### src/rtl/spi_tx_arb.sv
// Round-robin arbiter/sequencer sharing one SPI transmitter among NREQ requesters.
// Define SPI_ARB_TIMEOUT_EN to build in the done-handshake watchdog (err output).
module spi_tx_arb #(
    parameter int unsigned NREQ        = 4,
    parameter int unsigned GAP_CYC     = 8,
    parameter int unsigned TIMEOUT_CYC = 65535
) (
    input  logic              clk,
    input  logic              rst,
    input  logic [NREQ-1:0]   req,
    input  logic [16*NREQ-1:0] req_data,
    input  logic [NREQ-1:0]   req_w8,
    input  logic [NREQ-1:0]   req_pos,
    output logic [NREQ-1:0]   ack,
    output logic              busy,
    output logic              err,
    output logic [15:0]       tx_data,
    output logic              width8,
    output logic              pos_edge,
    output logic              wrt,
    input  logic              done
);

    localparam int unsigned PtrW = $clog2(NREQ);

    typedef enum logic [2:0] {
        StIdle,
        StLoad,
        StWaitStart,
        StWaitDone,
        StGap
    } state_e;

    state_e          state_q;
    logic [PtrW-1:0] ptr_q;
    logic [PtrW-1:0] grant_q;
    logic [7:0]      gap_q;

    logic [15:0]     words [NREQ];
    logic [PtrW-1:0] sel;
    logic            found;

    for (genvar g = 0; g < NREQ; g++) begin : g_words
        assign words[g] = req_data[16*g +: 16];
    end

    // First set request at or after ptr, searching upward with wrap.
    always_comb begin
        int unsigned     idx;
        logic [PtrW-1:0] cand;
        found = 1'b0;
        sel   = ptr_q;
        idx   = 0;
        cand  = '0;
        for (int unsigned k = 0; k < NREQ; k++) begin
            idx = 32'(ptr_q) + k;
            if (idx >= NREQ) begin
                idx = idx - NREQ;
            end
            cand = PtrW'(idx);
            if (!found && req[cand]) begin
                found = 1'b1;
                sel   = cand;
            end
        end
    end

`ifdef SPI_ARB_TIMEOUT_EN
    localparam int unsigned WdW = $clog2(TIMEOUT_CYC + 1);
    logic [WdW-1:0] wd_q;
`endif

    always_ff @(posedge clk) begin
        if (rst) begin
            state_q  <= StIdle;
            ptr_q    <= '0;
            grant_q  <= '0;
            gap_q    <= '0;
            ack      <= '0;
            busy     <= 1'b0;
            wrt      <= 1'b0;
            tx_data  <= 16'h0000;
            width8   <= 1'b0;
            pos_edge <= 1'b0;
`ifdef SPI_ARB_TIMEOUT_EN
            err      <= 1'b0;
            wd_q     <= '0;
`endif
        end else begin
            wrt <= 1'b0;
            ack <= '0;
`ifdef SPI_ARB_TIMEOUT_EN
            err <= 1'b0;
`endif
            case (state_q)
                StIdle: begin
                    if (found) begin
                        tx_data  <= words[sel];
                        width8   <= req_w8[sel];
                        pos_edge <= req_pos[sel];
                        grant_q  <= sel;
                        busy     <= 1'b1;
                        state_q  <= StLoad;
`ifdef SPI_ARB_TIMEOUT_EN
                        wd_q     <= '0;
`endif
                    end
                end
                StLoad: begin
                    wrt     <= 1'b1;
                    state_q <= StWaitStart;
                end
                StWaitStart: begin
                    if (!done) begin
                        state_q <= StWaitDone;
                    end
                end
                StWaitDone: begin
                    if (done) begin
                        ack[grant_q] <= 1'b1;
                        if (grant_q == PtrW'(NREQ - 1)) begin
                            ptr_q <= '0;
                        end else begin
                            ptr_q <= grant_q + PtrW'(1);
                        end
                        gap_q   <= 8'(GAP_CYC - 1);
                        state_q <= StGap;
                    end
                end
                StGap: begin
                    if (gap_q == 8'd0) begin
                        busy    <= 1'b0;
                        state_q <= StIdle;
                    end else begin
                        gap_q <= gap_q - 8'd1;
                    end
                end
                default: state_q <= StIdle;
            endcase
`ifdef SPI_ARB_TIMEOUT_EN
            // Abort overrides the waiting states unless the frame completes this cycle.
            if ((state_q == StWaitStart) || (state_q == StWaitDone && !done)) begin
                if (wd_q == WdW'(TIMEOUT_CYC - 1)) begin
                    err     <= 1'b1;
                    gap_q   <= 8'(GAP_CYC - 1);
                    state_q <= StGap;
                end else begin
                    wd_q <= wd_q + WdW'(1);
                end
            end
`endif
        end
    end

`ifndef SPI_ARB_TIMEOUT_EN
    // TIMEOUT_CYC only matters when the watchdog is built in.
    assign err = (TIMEOUT_CYC == 0) && 1'b0;
`endif

endmodule

### config.mk
export PLATFORM = sky130hd
export DESIGN_NAME = spi_tx_arb
export DESIGN_NICKNAME = d
export VERILOG_FILES = /design/src/rtl/spi_tx_arb.sv
export SDC_FILE = /design/constraint.sdc
export NUM_CORES = 1
export LEC_CHECK = 0
export BUFFER_PORTS_ARGS = -buffer_cell sky130_fd_sc_hd__buf_2
export CORE_UTILIZATION = 25
export DETAILED_ROUTE_END_ITERATION = 16
export SYNTH_ARGS = -nofsm -noshare
export SYNTH_HDL_FRONTEND = slang
export SYNTH_SLANG_ARGS = --single-unit
### constraint.sdc
create_clock -name clk -period 2 [get_ports clk]
set_clock_uncertainty 0.15 [all_clocks]
set_input_delay 0.1 -clock clk [delete_from_list [all_inputs] [get_ports clk]]
set_output_delay 0.1 -clock clk [all_outputs]
set_load 0.01 [all_outputs]
==> results_dict.tcl, run 1 <==
set metrics [dict create \
    yosysSeqAreaShare_pct 36.4 \
    wl_mm 6.69 \
    core_sq_um 8260 \
    clkSlewWorstSetupHoldPaths_ns 0.08 \
    fmax_mhz 524 \
    min_to "tx_data[8]" \
    top_usage_layer "met2" \
    post-route-min-period_ns 1.91 \
    die_h_um 94.6 \
    diodes 0 \
    area_delta_synth_final_pct 69.4 \
    ff_latch_area_sq_um 782 \
    initial_core_util_pct 26.0 \
    cap_violations 0 \
    synth-seq-cells 39 \
    multiInputGateArea_sq_um 1260 \
    synth_top_area_share_pct 36.4 \
    async_flop_share_pct 0 \
    synthesis.area_sq_um 2150 \
    hold_class "in2reg" \
    syn_nets 299 \
    rr_startpoint "gap_q[0]" \
    setup_tns_ns 0 \
    cts_max_level 2 \
    slew_violations 0 \
    antenna_found_initial 0 \
    cts_max_path_buffers 2 \
    dp_hpwl_mm 3.93 \
    grt_max_degree 27 \
    holdPathStages 3 \
    path_class "reg2reg" \
    cp_slowest_stage_delay_ns 0.46 \
    final_util_pct 44.0 \
    synth_area_per_cell_sq_um 10.0 \
    drtPass1Iterations 4 \
    synth_top_area_cell "dfxtp_1" \
    nNetsFinal 476 \
    cp_max_fo 4 \
    root_buffer "clkbuf_8" \
    worstMarginPinSlew_ns 0.749 \
    syn_inst 214 \
    setup_viol 0 \
    whs_ns 0.0116 \
    cp.arrival_ns 1.97 \
    grt_pass1_vias 2283 \
    hold_viol 0 \
    grt_use_met3_pct 3.46 \
    cts_made_buffers 5 \
    io_buffers 102 \
    die_w_um 94.6 \
    avgRoutedWirePerCell_um 13.5 \
    ant_nets 0 \
    die_area_sq_um 8960 \
    r2r-end "gap_q[0]" \
    vias 2243 \
    clock_latency_ns 0.29 \
    path_cells "inv_2 -> ha_1 -> or4b_4 -> o31a_1 -> and2_1 -> a211oi_2" \
    synth_edf_count 0 \
    relSlewSlack_pct 50.0 \
    peakVddDrop_uv 262 \
    fin_area_sq_um 3640 \
    synth_ff_type "dfxtp_1" \
    dpl-instance-area_sq_um 2770 \
    grt_use_met2_pct 29.2 \
    period_share_pct 95.4 \
    layout_setup_ws_ns 0.0921 \
    synth.distinct_cells 44 \
    drtIter0Drc 60 \
    worst-endpoint-required_ns 2.06 \
    drc 0 \
    cts_tree "done" \
    p_leak_nw 1.61 \
    routabilityCongestion 0.814 \
    pre_cts_slack_ns 0.0569 \
    final_layout_size_suffix_gt1_share_pct 36.0 \
    rrSetupSlack_ns 0.09 \
    power.density_nw_per_um2 636 \
    reg2reg_depth 6 \
    crit_start "gap_q[0]" \
    slowest_stage "or4b_4" \
    hold_path_startpoint "req_data[56]" \
    nFillCells 781 \
    synth_warnings 0 \
    status "finished, final reports clean" \
    grt_first_pass_wirelength_mm 10.0 \
    placementRows 33 \
    grt.total_usage_pct 14.6 \
    cts.sinks 39 \
    synth.area.top_cells "dfxtp_1 (36%), mux2i_1 (18%), o221ai_2 (7.7%), nand2_1 (4.2%), ha_1 (3.5%)" \
    grtUsageMet1_pct 13.6 \
    pin_count 104 \
    end_kind "register" \
    overflow 0 \
    start_kind "register" \
    viasPerCell 4.51 \
]
## placed cells by master (no fill, tap or decap), drive strengths merged, types with 2 or more instances in the layout
cell type	Yosys	routed
a211oi	2	2
a21oi	7	7
a31oi	2	2
and2	5	5
buf	8	109
bufinv	0	2
clkbuf	3	5
dfxtp	39	39
dlygate4sd3	0	72
ha	6	6
inv	5	5
mux2i	39	39
nand2	24	24
nand2b	4	4
nor2	15	15
nor2b	4	4
nor3	4	4
nor4b	2	2
o21ai	5	5
o221ai	18	18
or2	4	4
or3	2	2
xor2	2	2
## cells by family after synthesis
logic type      Yosys count  synth area share, %
simple gates             69                 17.3
xor+xnor                  3                 1.22
compound gates           41                 18.1
mux                      39                 18.2
flops                    39                 36.4
fa+ha+maj                 6                 3.50
other cells               1                0.175
buf+inv                  16                 5.07
## synth_stat cells (2+ instances only)
library cell  number
a21oi_1            7
a31oi_1            2
and2_1             5
buf_4              3
buf_6              5
clkbuf_1           3
dfxtp_1           39
ha_1               6
inv_1              5
mux2i_1           39
nand2_1           24
nand2b_1           4
nor2_1            13
nor2_2             2
nor2b_1            4
nor3_1             3
o21ai_0            4
o221ai_1           7
o221ai_2          11
or2_1              2
or3_1              2
xor2_1             2
## timing repair
action,CTS,global route
hold endpoints to repair,22,0
gates resized for setup,0,3
setup endpoints to repair,0,2
hold buffers,72,0
setup buffers,0,1
## state kept, by name (all words and copies together) (netlist names)
name,cells
wrt,1
tx_data,16
gap_q,8
ack,4
grant_q,2
pos_edge,1
width8,1
state_q,3
ptr_q,2
busy,1
## critical path, delay by kind of cell, from the launching register on
kind                       cells  cell delay, ns
adders and majority gates      1            0.13
AOI/OAI and AO/OA              2            0.49
and+or+nand+nor                2            0.64
DFF                            1            0.33
buffers and inverters          1            0.08
## routing by layer
metal | wire length, um | vias to the layer above
li1 | - | 1133
met1 | 2600 | 1017
met2 | 3550 | 75
met3 | 332 | 18
met4 | 208 | 0
met5 | 0 | -
## where the power goes
group	switching, mW	internal (mW)
logic	0.283	0.345
registers	0.0428	0.850
clock network	0.293	0.498
## worst max-delay path by stage
stage	end	slack (ns)	cells past startpoint
finish	gap_q[0]	0.09	6
global route	gap_q[4]	-0.02	5
CTS	gap_q[0]	0.04	6
detailed placement	gap_q[0]	0.06	6
global placement	gap_q[0]	0.15	6
floorplan	gap_q[0]	0.19	6
## stage by stage
stage,cells,power (mW)
floorplan,214,1.23
global placement,416,1.41
detailed placement,416,1.43
CTS,496,2.34
global route,497,2.44
finish,497,2.31
## layout make-up
class                      instances  area share (%)
clock buffer                       5            1.89
clock inverter                     3            1.86
inverter                           5           0.516
multi-input combinational        159            34.6
sequential                        39            21.5
tap                              105            3.61
timing repair buffer             181            36.0
Note: power is estimated with default switching activity, not from simulation.
==> run 2: changes to the inputs <==
CORE_UTILIZATION = 46   (was 25)
PLACE_DENSITY = 0.8   (was default)
==> results_dict.tcl, run 2 (synthesized netlist as in run 1, its figures left out) <==
set metrics [dict create \
    end_kind "register" \
    grt_use_met2_pct 48.1 \
    largest_reg_flops 16 \
    final_common_cell "buf_2" \
    top_usage_layer "met2" \
    final_layout_size_suffix_gt1_share_pct 37.6 \
    period_share_pct 95.3 \
    routabilityCongestion 0.863 \
    cp_max_fo 28 \
    nNetsFinal 446 \
    power.density_nw_per_um2 622 \
    cts_max_path_buffers 2 \
    p_leak_nw 1.46 \
    die_h_um 70.3 \
    post-route-min-period_ns 1.91 \
    io_buffers 102 \
    cp.arrival_ns 1.91 \
    peakVddDrop_uv 424 \
    diodes 0 \
    grtUsageMet1_pct 32.2 \
    status "finished, violations left" \
    fmax_mhz 525 \
    worst-endpoint-required_ns 2.01 \
    dp_hpwl_mm 3.86 \
    reg_top3 "tx_data x16, gap_q x8, ack x4" \
    grt_first_pass_wirelength_mm 10.9 \
    top_register "tx_data" \
    cap_violations 0 \
    viasPerCell 5.50 \
    clkSlewWorstSetupHoldPaths_ns 0.08 \
    pin_count 104 \
    grt_pass1_vias 2287 \
    overflow 0 \
    vias 2279 \
    setup_viol 0 \
    die_area_sq_um 4940 \
    clock_latency_ns 0.28 \
    grt_max_degree 29 \
    cts_tree "done" \
    antenna_found_initial 0 \
    path_class "reg2reg" \
    drtIter0Drc 116 \
    slew_violations 0 \
    core_sq_um 4410 \
    initial_core_util_pct 48.6 \
    avgRoutedWirePerCell_um 16.1 \
    whs_ns -0.000472 \
    cts.sinks 39 \
    rsz0062_at_grt "no" \
    start_kind "register" \
    ant_nets 0 \
    cts_made_buffers 5 \
    layout_common_cells "buf_2 (102), dlygate4sd3_1 (44), mux2i_1 (39), dfxtp_1 (39), nand2_1 (24)" \
    total_power_mw 2.01 \
    hold_class "in2reg" \
    cts_max_level 2 \
    drtPass1Iterations 4 \
    grt.total_usage_pct 27.4 \
    hold_viol 2 \
    drc 0 \
    violations "hold timing" \
    grt_use_met3_pct 6.64 \
    root_buffer "clkbuf_8" \
    die_w_um 70.3 \
    setup_tns_ns 0 \
    area_delta_synth_final_pct 50.3 \
    placementRows 24 \
    wl_mm 6.66 \
]
-- run 2: cell types whose count changed in the layout (fill, tap and decap cells not counted), sizes merged --
cell	delta
dlygate4sd3	-28
buf	-2
bufinv	-2
clkbuf	+1
clkinv	+1
-- run 2: metal layers --
metal,routed length [um],share of wire [%]
met3,545,8.2
met1,2660,40
met2,3320,50
met5,0,0
met4,142,2.1
-- run 2: report_power, final --
group / total, mW / internal [mW] / switching [mW]
combinational: 0.597 / 0.306 / 0.291
sequential: 0.903 / 0.850 / 0.0530
clock: 0.506 / 0.243 / 0.262
total: 2.01 / 1.40 / 0.606
-- run 2: final timing paths --
check	from	end	slack (ns)	depth (start not counted)
worst max register to register	ptr_q[0]	tx_data[2]	0.09	6
worst min-delay path	req_data[10]	tx_data[10]	-0.0005	3
worst max-delay path	ptr_q[0]	tx_data[2]	0.09	6
worst min register to register	tx_data[14]	tx_data[14]	0.32	2
-- run 2: layout make-up --
cell class	count	area, sq um
fill	288	1190
inverter	5	18.8
timing repair buffer	151	1010
clock buffer	6	72.6
clock inverter	2	12.5
sequential	39	781
tap	52	65.1
multi-input combinational	159	1260
-- run 2: what timing repair did --
| action | in CTS | in global routing |
|---|---|---|
| resized for setup | 0 | 2 |
| endpoints found under the hold margin | 17 | 0 |
| hold buffers | 44 | 0 |
| buffers inserted | 0 | 1 |
| endpoints found under the setup margin | 0 | 5 |
-- run 2: per-stage QoR --
stage               utilization [%]  instances  hold WS (ns)  instance area, sq um  setup slack [ns]
global route                   73.0        414        0.0122                  3220            0.0212
floorplan                         -        214        0.0582                  2150             0.187
CTS                            72.8        413     0.0000886                  3210            0.0587
detailed placement             60.9        361         0.189                  2690            0.0751
global placement               60.9        361         0.191                  2690             0.149
finish                         73.0        414     -0.000472                  3220            0.0950
-- run 2: worst max-delay path, cell delays in order (launching register included) --
cell and delay [ns]:
dfxtp_1 0.38, nor2b_1 0.08, o21ai_0 0.17, o211a_2 0.24, buf_12 0.22, mux2i_1 0.38
o221ai_2 0.14
